===== src/rtl/muldiv_if.sv =====
// Request/response handshake bundle between the execute stage and the MULDIV sequencer.
interface muldiv_if #(
    parameter int XLEN  = 32,
    parameter int TAG_W = 5
);
    logic             req_valid;
    logic             req_ready;
    logic [2:0]       req_funct3;
    logic [XLEN-1:0]  req_rs1;
    logic [XLEN-1:0]  req_rs2;
    logic [TAG_W-1:0] req_tag;
    logic             rsp_valid;
    logic             rsp_ready;
    logic [XLEN-1:0]  rsp_data;
    logic [TAG_W-1:0] rsp_tag;

    modport master (
        output req_valid, req_funct3, req_rs1, req_rs2, req_tag, rsp_ready,
        input  req_ready, rsp_valid, rsp_data, rsp_tag
    );

    modport slave (
        input  req_valid, req_funct3, req_rs1, req_rs2, req_tag, rsp_ready,
        output req_ready, rsp_valid, rsp_data, rsp_tag
    );
endinterface


===== src/rtl/muldiv_seq.sv =====
// RV32M multiply/divide sequencer: shared 32-step shift-add / restoring-divide datapath.
// Optional build macro MULDIV_FAST_MUL_EN replaces the iterative multiply with a single-cycle one.
module muldiv_seq #(
    parameter int XLEN  = 32,
    parameter int TAG_W = 5
) (
    input  logic     clk,
    input  logic     rst_n,
    input  logic     flush,
    muldiv_if.slave  bus,
    output logic     busy
);
    localparam logic [1:0] ST_IDLE = 2'd0;
    localparam logic [1:0] ST_MUL  = 2'd1;
    localparam logic [1:0] ST_DIV  = 2'd2;
    localparam logic [1:0] ST_DONE = 2'd3;

    function automatic logic [XLEN-1:0] cond_neg(input logic [XLEN-1:0] v, input logic neg);
        return neg ? (~v + 1'b1) : v;
    endfunction

    function automatic logic [2*XLEN-1:0] cond_neg_wide(input logic [2*XLEN-1:0] v, input logic neg);
        return neg ? (~v + 1'b1) : v;
    endfunction

    logic [1:0]       state;
    logic [5:0]       cnt;
    logic [5:0]       cnt_n;
    logic [XLEN-1:0]  rsp_data;
    logic [TAG_W-1:0] rsp_tag;

    logic [XLEN:0]    hi;
    logic [XLEN-1:0]  lo;
    logic [XLEN-1:0]  opnd;
    logic [2:0]       op;
    logic             neg_q;
    logic             neg_r;

    logic [2:0]       f3;
    logic             is_mul;
    logic             a_signed;
    logic             b_signed;
    logic             sa;
    logic             sb;
    logic [XLEN-1:0]  a_mag;
    logic [XLEN-1:0]  b_mag;
    logic             div_zero;
    logic             div_ovf;
    logic [XLEN-1:0]  special_res;

    always_comb begin
        f3          = bus.req_funct3;
        is_mul      = ~f3[2];
        a_signed    = is_mul ? (f3[1:0] == 2'b01 || f3[1:0] == 2'b10) : ~f3[0];
        b_signed    = is_mul ? (f3[1:0] == 2'b01) : ~f3[0];
        sa          = a_signed & bus.req_rs1[XLEN-1];
        sb          = b_signed & bus.req_rs2[XLEN-1];
        a_mag       = cond_neg(bus.req_rs1, sa);
        b_mag       = cond_neg(bus.req_rs2, sb);
        div_zero    = (bus.req_rs2 == '0);
        div_ovf     = ~f3[0] && (bus.req_rs1 == {1'b1, {(XLEN-1){1'b0}}})
                             && (bus.req_rs2 == {XLEN{1'b1}});
        // Overflow quotient equals the dividend itself; zero-divisor remainder is the dividend too
        if (div_zero)
            special_res = f3[1] ? bus.req_rs1 : {XLEN{1'b1}};
        else
            special_res = f3[1] ? '0 : bus.req_rs1;
    end

    logic [XLEN:0]     mul_sum;
    logic [XLEN:0]     mul_hi_n;
    logic [XLEN-1:0]   mul_lo_n;
    logic [2*XLEN-1:0] mul_prod;
    logic [XLEN-1:0]   mul_res;
    logic [XLEN:0]     div_shift;
    logic [XLEN+1:0]   div_diff;
    logic              div_ge;
    logic [XLEN:0]     div_hi_n;
    logic [XLEN-1:0]   div_lo_n;
    logic [XLEN-1:0]   div_res;

    always_comb begin
        // hi stays below 2^XLEN between steps, so the 33-bit sum never overflows
        mul_sum   = lo[0] ? (hi + {1'b0, opnd}) : hi;
        mul_hi_n  = {1'b0, mul_sum[XLEN:1]};
        mul_lo_n  = {mul_sum[0], lo[XLEN-1:1]};
        mul_prod  = cond_neg_wide({mul_hi_n[XLEN-1:0], mul_lo_n}, neg_q);
        mul_res   = (op == 3'b000) ? mul_prod[XLEN-1:0] : mul_prod[2*XLEN-1:XLEN];

        div_shift = {hi[XLEN-1:0], lo[XLEN-1]};
        div_diff  = {1'b0, div_shift} - {2'b00, opnd};
        div_ge    = ~div_diff[XLEN+1];
        div_hi_n  = div_ge ? div_diff[XLEN:0] : div_shift;
        div_lo_n  = {lo[XLEN-2:0], div_ge};
        div_res   = op[1] ? cond_neg(div_hi_n[XLEN-1:0], neg_r) : cond_neg(div_lo_n, neg_q);

        cnt_n     = cnt + 6'd1;
    end

`ifdef MULDIV_FAST_MUL_EN
    logic signed [XLEN:0]     fast_a;
    logic signed [XLEN:0]     fast_b;
    logic signed [2*XLEN+1:0] fast_p;
    logic [XLEN-1:0]          fast_res;

    always_comb begin
        fast_a   = {a_signed & bus.req_rs1[XLEN-1], bus.req_rs1};
        fast_b   = {b_signed & bus.req_rs2[XLEN-1], bus.req_rs2};
        fast_p   = fast_a * fast_b;
        fast_res = (f3 == 3'b000) ? fast_p[XLEN-1:0] : fast_p[2*XLEN-1:XLEN];
    end
`endif

    always_ff @(posedge clk or negedge rst_n) begin
        if (!rst_n) begin
            state    <= ST_IDLE;
            cnt      <= '0;
            rsp_data <= '0;
            rsp_tag  <= '0;
        end else if (flush) begin
            state <= ST_IDLE;
        end else begin
            case (state)
                ST_IDLE: if (bus.req_valid) begin
                    rsp_tag <= bus.req_tag;
                    cnt     <= '0;
                    if (is_mul) begin
`ifdef MULDIV_FAST_MUL_EN
                        state    <= ST_DONE;
                        rsp_data <= fast_res;
`else
                        state    <= ST_MUL;
`endif
                    end else if (div_zero || div_ovf) begin
                        state    <= ST_DONE;
                        rsp_data <= special_res;
                    end else begin
                        state    <= ST_DIV;
                    end
                end
                ST_MUL: begin
                    cnt <= cnt_n;
                    if (cnt_n == 6'd32) begin
                        state    <= ST_DONE;
                        rsp_data <= mul_res;
                    end
                end
                ST_DIV: begin
                    cnt <= cnt_n;
                    if (cnt_n == 6'd32) begin
                        state    <= ST_DONE;
                        rsp_data <= div_res;
                    end
                end
                default: if (bus.rsp_ready) state <= ST_IDLE;
            endcase
        end
    end

    // Datapath registers carry no reset; they are always loaded on acceptance
    always_ff @(posedge clk) begin
        case (state)
            ST_IDLE: if (bus.req_valid) begin
                op    <= f3;
                hi    <= '0;
                lo    <= is_mul ? b_mag : a_mag;
                opnd  <= is_mul ? a_mag : b_mag;
                neg_q <= sa ^ sb;
                neg_r <= sa;
            end
            ST_MUL: begin
                hi <= mul_hi_n;
                lo <= mul_lo_n;
            end
            ST_DIV: begin
                hi <= div_hi_n;
                lo <= div_lo_n;
            end
            default: ;
        endcase
    end

    assign bus.req_ready = (state == ST_IDLE);
    assign bus.rsp_valid = (state == ST_DONE);
    assign bus.rsp_data  = rsp_data;
    assign bus.rsp_tag   = rsp_tag;
    assign busy          = (state != ST_IDLE);
endmodule


===== src/flat_wrapper.sv =====
// flat-port wrapper written by rule: the top's interface ports become plain ports
module muldiv_seq_flat 
#(
    parameter int XLEN  = 32,
    parameter int TAG_W = 5
)
  (clk, rst_n, flush, busy, bus_req_valid, bus_req_funct3, bus_req_rs1, bus_req_rs2, bus_req_tag, bus_rsp_ready, bus_req_ready, bus_rsp_valid, bus_rsp_data, bus_rsp_tag);
  muldiv_if #(.XLEN(XLEN), .TAG_W(TAG_W)) bus_i ();
  input  logic clk;
  input  logic rst_n;
  input  logic flush;
  output logic busy;
  input wire logic [$bits(bus_i.req_valid)-1:0] bus_req_valid;
  input wire logic [$bits(bus_i.req_funct3)-1:0] bus_req_funct3;
  input wire logic [$bits(bus_i.req_rs1)-1:0] bus_req_rs1;
  input wire logic [$bits(bus_i.req_rs2)-1:0] bus_req_rs2;
  input wire logic [$bits(bus_i.req_tag)-1:0] bus_req_tag;
  input wire logic [$bits(bus_i.rsp_ready)-1:0] bus_rsp_ready;
  output wire logic [$bits(bus_i.req_ready)-1:0] bus_req_ready;
  output wire logic [$bits(bus_i.rsp_valid)-1:0] bus_rsp_valid;
  output wire logic [$bits(bus_i.rsp_data)-1:0] bus_rsp_data;
  output wire logic [$bits(bus_i.rsp_tag)-1:0] bus_rsp_tag;
  assign bus_i.req_valid = bus_req_valid;
  assign bus_i.req_funct3 = bus_req_funct3;
  assign bus_i.req_rs1 = bus_req_rs1;
  assign bus_i.req_rs2 = bus_req_rs2;
  assign bus_i.req_tag = bus_req_tag;
  assign bus_i.rsp_ready = bus_rsp_ready;
  assign bus_req_ready = bus_i.req_ready;
  assign bus_rsp_valid = bus_i.rsp_valid;
  assign bus_rsp_data = bus_i.rsp_data;
  assign bus_rsp_tag = bus_i.rsp_tag;
  muldiv_seq #(.XLEN(XLEN), .TAG_W(TAG_W)) u_core (.clk(clk), .rst_n(rst_n), .flush(flush), .bus(bus_i), .busy(busy));
endmodule

===== config.mk =====
export PLATFORM = sky130hd
export DESIGN_NAME = muldiv_seq_flat
export DESIGN_NICKNAME = d
export VERILOG_FILES = /design/src/rtl/muldiv_if.sv /design/src/rtl/muldiv_seq.sv /design/src/flat_wrapper.sv
export SDC_FILE = /design/constraint.sdc
export NUM_CORES = 1
export LEC_CHECK = 0
export BUFFER_PORTS_ARGS = -buffer_cell sky130_fd_sc_hd__buf_4
export CORE_ASPECT_RATIO = 1.25
export CORE_MARGIN = 5
export CORE_UTILIZATION = 50
export DETAILED_ROUTE_END_ITERATION = 7
export PLACE_DENSITY = 0.68
export RECOVER_POWER = 100
export SYNTH_ARGS = -nofsm -noshare
export SYNTH_HDL_FRONTEND = slang
export SYNTH_SLANG_ARGS = --single-unit

===== constraint.sdc =====
create_clock -name clk -period 6.95 [get_ports clk]
set_input_delay 0.695 -clock clk [delete_from_list [all_inputs] [get_ports clk]]
set_output_delay 0.695 -clock clk [all_outputs]
set_load 0.05 [all_outputs]

Word level (Yosys, flattened, before mapping)
Index checks and enable logic that the tools add are counted.
Widths: inputs -> output; s select.
{ "word_totals": {"reg_bits": 147, "latchBits": 0, "ramBits": 0, "mem_bits_ro": 0, "inputBits": 77, "output_inout_bits": 40, "word_cells": 97, "n_memories": 0} }
{ "op_classes": {"addsub": 8, "multipliers": 0, "div_mod_pow": 0, "n_lt_le_gt_ge": 0, "n_eq_ne": 15, "n_shift": 0, "n_mux": 35, "bitwise_logic": 11, "n_reduce_logical": 18} }
{ "op_table": {"columns": ["operator", "n"], "rows": [
  ["$mux 32", 17],
  ["$pmux 32 s3", 2],
  ["$add 32x1->32 const B", 4],
  ["$not 32->32", 4],
  ["$mux 33", 3],
  ["$pmux 33 s3", 1],
  ["$add 64x1->64 const B", 1],
  ["$eq 32x32->1 const B", 2],
  ["$mux 64", 1],
  ["$not 64->64", 1],
  ["$sub 33x32->34", 1],
  ["$add 33x32->33", 1],
  ["$logic_not 32->1", 1],
  ["$pmux 6 s2", 1],
  ["$mux 2", 5],
  ["$reduce_and 3->1", 3],
  ["$reduce_and 7->1", 1],
  ["$add 6x1->6 const B", 1],
  ["$eq 2x2->1 const B", 3],
  ["$eq 6x6->1 const B", 1],
  ["$mux 6", 1],
  ["$ne 2x1->1 const B", 3],
  ["$eq 2x1->1 const B", 2],
  ["$ne 2x2->1 const B", 2],
  ["other kinds (16)", 25]
]} }

Longest topological paths before layout
{ "logic_depth": {"ltp_word": 9, "ltp_mapped": 20, "mapped_depth_nobuf": 17} }

Least setup slack after synthesis
OpenSTA, ideal clock, no wires.
{ "synth_timing": {"kind": "reg2reg", "start": "register u_core.state[0]", "end": "register u_core.hi[0] (enable)", "setup_time_ps": 489, "arrival_time_ps": 4168, "required_ps": 6461, "path_slack_ps": 2293, "stages_incl_launch_ff": 6, "path_buffers": 0, "synth_period_minus_slack_ps": 4657, "path_cell_list": "dfrtp_1 > inv_1 > ha_1 > inv_1 > nor2_1 > nor2_1"} }
{ "synth_via": {"elab_chain_len": 3, "word_cells_on_any_way": 6, "classes_between": "eq/ne (3); reduce/logical (3)"} }
{ "synth_lines": {"columns": ["item", "line", "text"], "rows": [
  ["from (decl)", "muldiv_seq.sv:26", "logic [1:0] state;"],
  ["from (signal assigned)", "muldiv_seq.sv:116", "state <= ST_IDLE;"],
  ["from (signal assigned)", "muldiv_seq.sv:121", "state <= ST_IDLE;"],
  ["from (signal assigned)", "muldiv_seq.sv:132", "state <= ST_MUL;"],
  ["$logic_not 2->1 *", null, null],
  ["named net bus_req_ready", "flat_wrapper.sv:19", "output wire logic [$bits(bus_i.req_ready)-1:0] bus_req_ready;"],
  ["$ne 2x2->1 (no source line) / $reduce_bool 3->1 (equally long branches)", null, null],
  ["$reduce_and 2->1 (no source line) *", null, null],
  ["to (signal assigned)", "muldiv_seq.sv:172", "hi <= mul_hi_n;"],
  ["to (signal assigned)", "muldiv_seq.sv:176", "hi <= div_hi_n;"],
  ["to (decl)", "muldiv_seq.sv:32", "logic [XLEN:0] hi;"]
]} }
Mark *: on every way through the listed nets, which the timed path passes. The rest lies on a longest branch.
A chain may end at the register's enable or synchronous reset.

Final worst setup path
{ "layout_timing": {"start": "register u_core.lo[31]", "end": "register u_core.rsp_data[30], in the netlist u_core.bus.rsp_data[30]"} }
{ "layout_via": {"elab_chain_len": 8, "word_cells_on_any_way": 17, "classes_between": "add/sub (4); mux (9); bitwise (4)"} }
{ "layout_lines": {"columns": ["item", "line", "text"], "rows": [
  ["from (decl)", "muldiv_seq.sv:33", "logic [XLEN-1:0] lo;"],
  ["from (signal assigned)", "muldiv_seq.sv:166", "lo <= is_mul ? b_mag : a_mag;"],
  ["from (signal assigned)", "muldiv_seq.sv:173", "lo <= mul_lo_n;"],
  ["from (signal assigned)", "muldiv_seq.sv:177", "lo <= div_lo_n;"],
  ["$sub 33x32->34", "muldiv_seq.sv:91", "div_diff = {1'b0, div_shift} - {2'b00, opnd};"],
  ["$mux 33 / $not 1->1 (equally long branches)", "muldiv_seq.sv:93, muldiv_seq.sv:92", null],
  ["$not 32->32", "muldiv_seq.sv:19", "return neg ? (~v + 1'b1) : v;"],
  ["$add 32x1->32", "muldiv_seq.sv:19", null],
  ["$mux 32", "muldiv_seq.sv:19", null],
  ["$mux 32", "muldiv_seq.sv:95", "div_res = op[1] ? cond_neg(div_hi_n[XLEN-1:0], neg_r) : cond_neg(div_lo_n, neg_q);"],
  ["$mux 32", "muldiv_seq.sv:150", "if (cnt_n == 6'd32) begin"],
  ["$pmux 32 s3 *", "muldiv_seq.sv:123", "case (state)"],
  ["to (signal assigned)", "muldiv_seq.sv:136", "rsp_data <= special_res;"],
  ["to (signal assigned)", "muldiv_seq.sv:145", "rsp_data <= mul_res;"],
  ["to (signal assigned)", "muldiv_seq.sv:152", "rsp_data <= div_res;"],
  ["to (decl)", "muldiv_seq.sv:29", "logic [XLEN-1:0] rsp_data;"]
]} }
Every way passes the cells marked *; elsewhere a longest branch is shown, timed or not. The select of a mux whose other input is x is not followed.

==> results.sh <==
export IMPL_setup_violations=0
export IMPL_grt_pass1_vias=16300
export IMPL_postCtsResizedCells=0
export IMPL_p_leak_nw=7.04
export IMPL_ir_worst_vdd_mv=0.224
export IMPL_synth_cells=2162
export IMPL_drt_iter0_markers=1544
export IMPL_cts_hold_buf=0
export IMPL_initial_core_util_pct=50.5
export IMPL_fin_cells=2609
export IMPL_synth_edff_count=102
export IMPL_status="finished, violations left"
export IMPL_placed_cells=2576
export IMPL_fmax_mhz=169
export IMPL_drv_slew=359
export IMPL_hold_viol=0
export IMPL_cts_tree="yes"
export IMPL_start_kind="flop"
export IMPL_grt_ovfl_total=0
export IMPL_use_met3_pct=4.69
export IMPL_slew_headroom_pct=-154
export IMPL_drive_above_1_share_pct=8.28
export IMPL_grt_pass1_wl_mm=92.9
export IMPL_use_met2_pct=50.6
export IMPL_crit_required_ps=7300
export IMPL_firstDrtPassIters=5
export IMPL_dieArea_um2=37700
export IMPL_fin_skew_ps=20.3
export IMPL_rows=75
export IMPL_coreArea_um2=33500
export IMPL_syn_nets=2316
export IMPL_path_class="reg2reg"
export IMPL_min_period_ps=5910
export IMPL_drtAntennaViolNets=0
export IMPL_htree_num_levels=4
export IMPL_stdcell_area_um2=18300
export IMPL_clkLatencyLatePin_ps=470
export IMPL_viasPerCell=6.54
export IMPL_postLayoutCoreUtil_pct=54.7
export IMPL_io_pins=117
export IMPL_vias=17100
export IMPL_dp_hpwl_mm=47.2
export IMPL_failed_checks="capacitance limit, slew limit"
export IMPL_yosysSeqAreaShare_pct=24.7
export IMPL_tightestPinTransition_ps=3810
export IMPL_area_delta_synth_final_pct=8.35
export IMPL_post_drt_wl_per_cell_um=23.3
export IMPL_ctsLongestPathBuffers=2
export IMPL_track_usage_pct=31.2
export IMPL_nNetsFinal=2326
export IMPL_io_buffers=116
export IMPL_gp_congestion=0.999
export IMPL_powerDensity_nw_per_um2=468
export IMPL_grt_max_degree=77
export IMPL_rsz0062_at_grt="false"
export IMPL_place_ws_ps=1700
export IMPL_fin_crit_sh_pct=85.0
export IMPL_synthArstFlopShare_pct=30.6
export IMPL_root_buffer="clkbuf_16"
export IMPL_post_cts_setup_buffer_count=0
export IMPL_netlist_area_um2=16900
export IMPL_place_area_um2=18000
export IMPL_hold_path_class="in2reg"
export IMPL_use_met1_pct=41.2
export IMPL_numCtsBuffers=17
export IMPL_die_y_um=216
export IMPL_setup_slack_ps=1040
export IMPL_clk_pin_slew_worst_paths_ps=70
export IMPL_yosys_warnings=0
export IMPL_yosys_most_used_dff="edfxtp_1"
export IMPL_max_cap_violations=8
export IMPL_mostFrequentLayoutCell="nand2_1"
export IMPL_mostFrequentLayoutCells="nand2_1 (209), a21oi_1 (187), nor2_1 (184)"
export IMPL_grt_antenna_before_repair=2
export IMPL_cts_sinks=147
export IMPL_die_w_um=175
export IMPL_ys_types=90
export IMPL_ys_ff_latch=147
export IMPL_cp_arrival_ps=6260
export IMPL_synth_avg_cell_area_um2=7.83
export IMPL_crit_fanout=20
export IMPL_grt_busiest_layer="met2"
export IMPL_drc=0
export IMPL_wl_mm=60.9
export IMPL_tns_ps=0
export IMPL_end_kind="flop"
cells in the mapped netlist (7+ instances only):
master	count	area, um^2
or2_2	10	62.6
nor3_1	41	205
o41ai_1	7	61.3
a211oi_1	28	210
edfxtp_1	102	3060
maj3_1	30	300
ha_1	75	938
and2_1	12	75.1
xnor2_1	110	963
or4_1	9	67.6
nand4_1	27	169
buf_1	12	45.0
o31ai_1	29	218
mux2_2	28	315
a31oi_1	31	194
o221ai_1	17	149
nand3_1	45	225
nor2b_1	17	106
and3_1	24	150
or3_1	39	244
a21oi_1	188	941
o211ai_1	25	188
o21a_1	18	135
a21o_1	21	158
clkbuf_1	126	473
a221oi_1	38	333
inv_1	76	285
o22ai_1	30	188
nor2_1	185	694
buf_2	8	40.0
nand2b_1	16	100
o21ai_0	170	851
mux2i_1	59	591
xor2_1	96	841
o211a_1	7	70.1
nor4_1	19	119
nand2_1	208	781
dfrtp_1	45	1130
a22oi_1	13	97.6
worst max-delay path: stages (launching register included):
cell	delay, ps
edfxtp_1	660
inv_1	130
ha_1	220
nor2b_1	180
o2111ai_1	280
a2111oi_2	540
o41ai_1	180
nand2_1	680
inv_1	500
o41ai_2	590
and4_1	300
nor4b_4	410
nand3_1	300
o31ai_1	340
xnor2_1	160
a211oi_1	90
or2_1	220
layout make-up:
class	instances	area, um^2
Inverter	78	293
Clock buffer	26	554
Fill cell	3289	15200
Tap cell	423	529
Multi-Input combinational cell	1786	11900
Sequential cell	147	4190
Clock inverter	6	36.3
Timing Repair Buffer	142	871
Antenna cell	1	2.50
stage by stage:
| stage | power [W] | hold slack (ps) |
|---|---|---|
| 4_1_cts | 0.00854 | 288 |
| 5_1_grt | 0.00911 | 422 |
| 6_report | 0.00859 | 417 |
| 2_1_floorplan | 0.00592 | 399 |
| 3_3_place_gp | 0.00752 | 485 |
| 3_5_place_dp | 0.00755 | 488 |
power breakdown:
part	total (W)	switching [W]	internal [W]
registers	0.00189	0.000484	0.00140
logic	0.00576	0.00383	0.00192
clock network	0.000946	0.000395	0.000551
state kept, by name (all words and copies together) (netlist names):
name / cells
u_core.neg_q: 1
u_core.op: 3
u_core.opnd: 32
u_core.cnt: 6
u_core.bus.rsp_tag: 5
u_core.bus.rsp_data: 32
u_core.neg_r: 1
u_core.lo: 32
u_core.hi: 33
u_core.state: 2
path summary, 6_finish.rpt:
kind	from	to	slack, ps	depth (start not counted)
worst max register to register	u_core.lo[31]	u_core.bus.rsp_data[30]	1040	16
min in group asynchronous	rst_n	u_core.bus.rsp_data[31]	1150	1
max in group asynchronous	rst_n	u_core.bus.rsp_data[12]	4160	1
worst min-delay path	flush	u_core.state[0]	420	2
worst max-delay path	u_core.lo[31]	u_core.bus.rsp_data[30]	1040	16
worst min register to register	u_core.bus.rsp_data[14]	u_core.bus.rsp_data[14]	500	1
logic make-up after synthesis:
logic type | count (synthesis) | synth area share, %
AOI/OAI and AO/OA | 697 | 26.5
xor gates and xnor gates | 206 | 10.7
adders and majority gates | 107 | 7.55
buffers and inverters | 229 | 5.25
DFF | 147 | 24.7
muxes | 87 | 5.35
and+or+nand+nor | 689 | 20.0
layer usage:
metal  share of wire (%)  wire, um
met5               0.021        13
met1                  42     25700
met2                  46     28000
met3                 7.2      4390
met4                 4.6      2780
No activity file was read; power rests on OpenSTA's default activity.
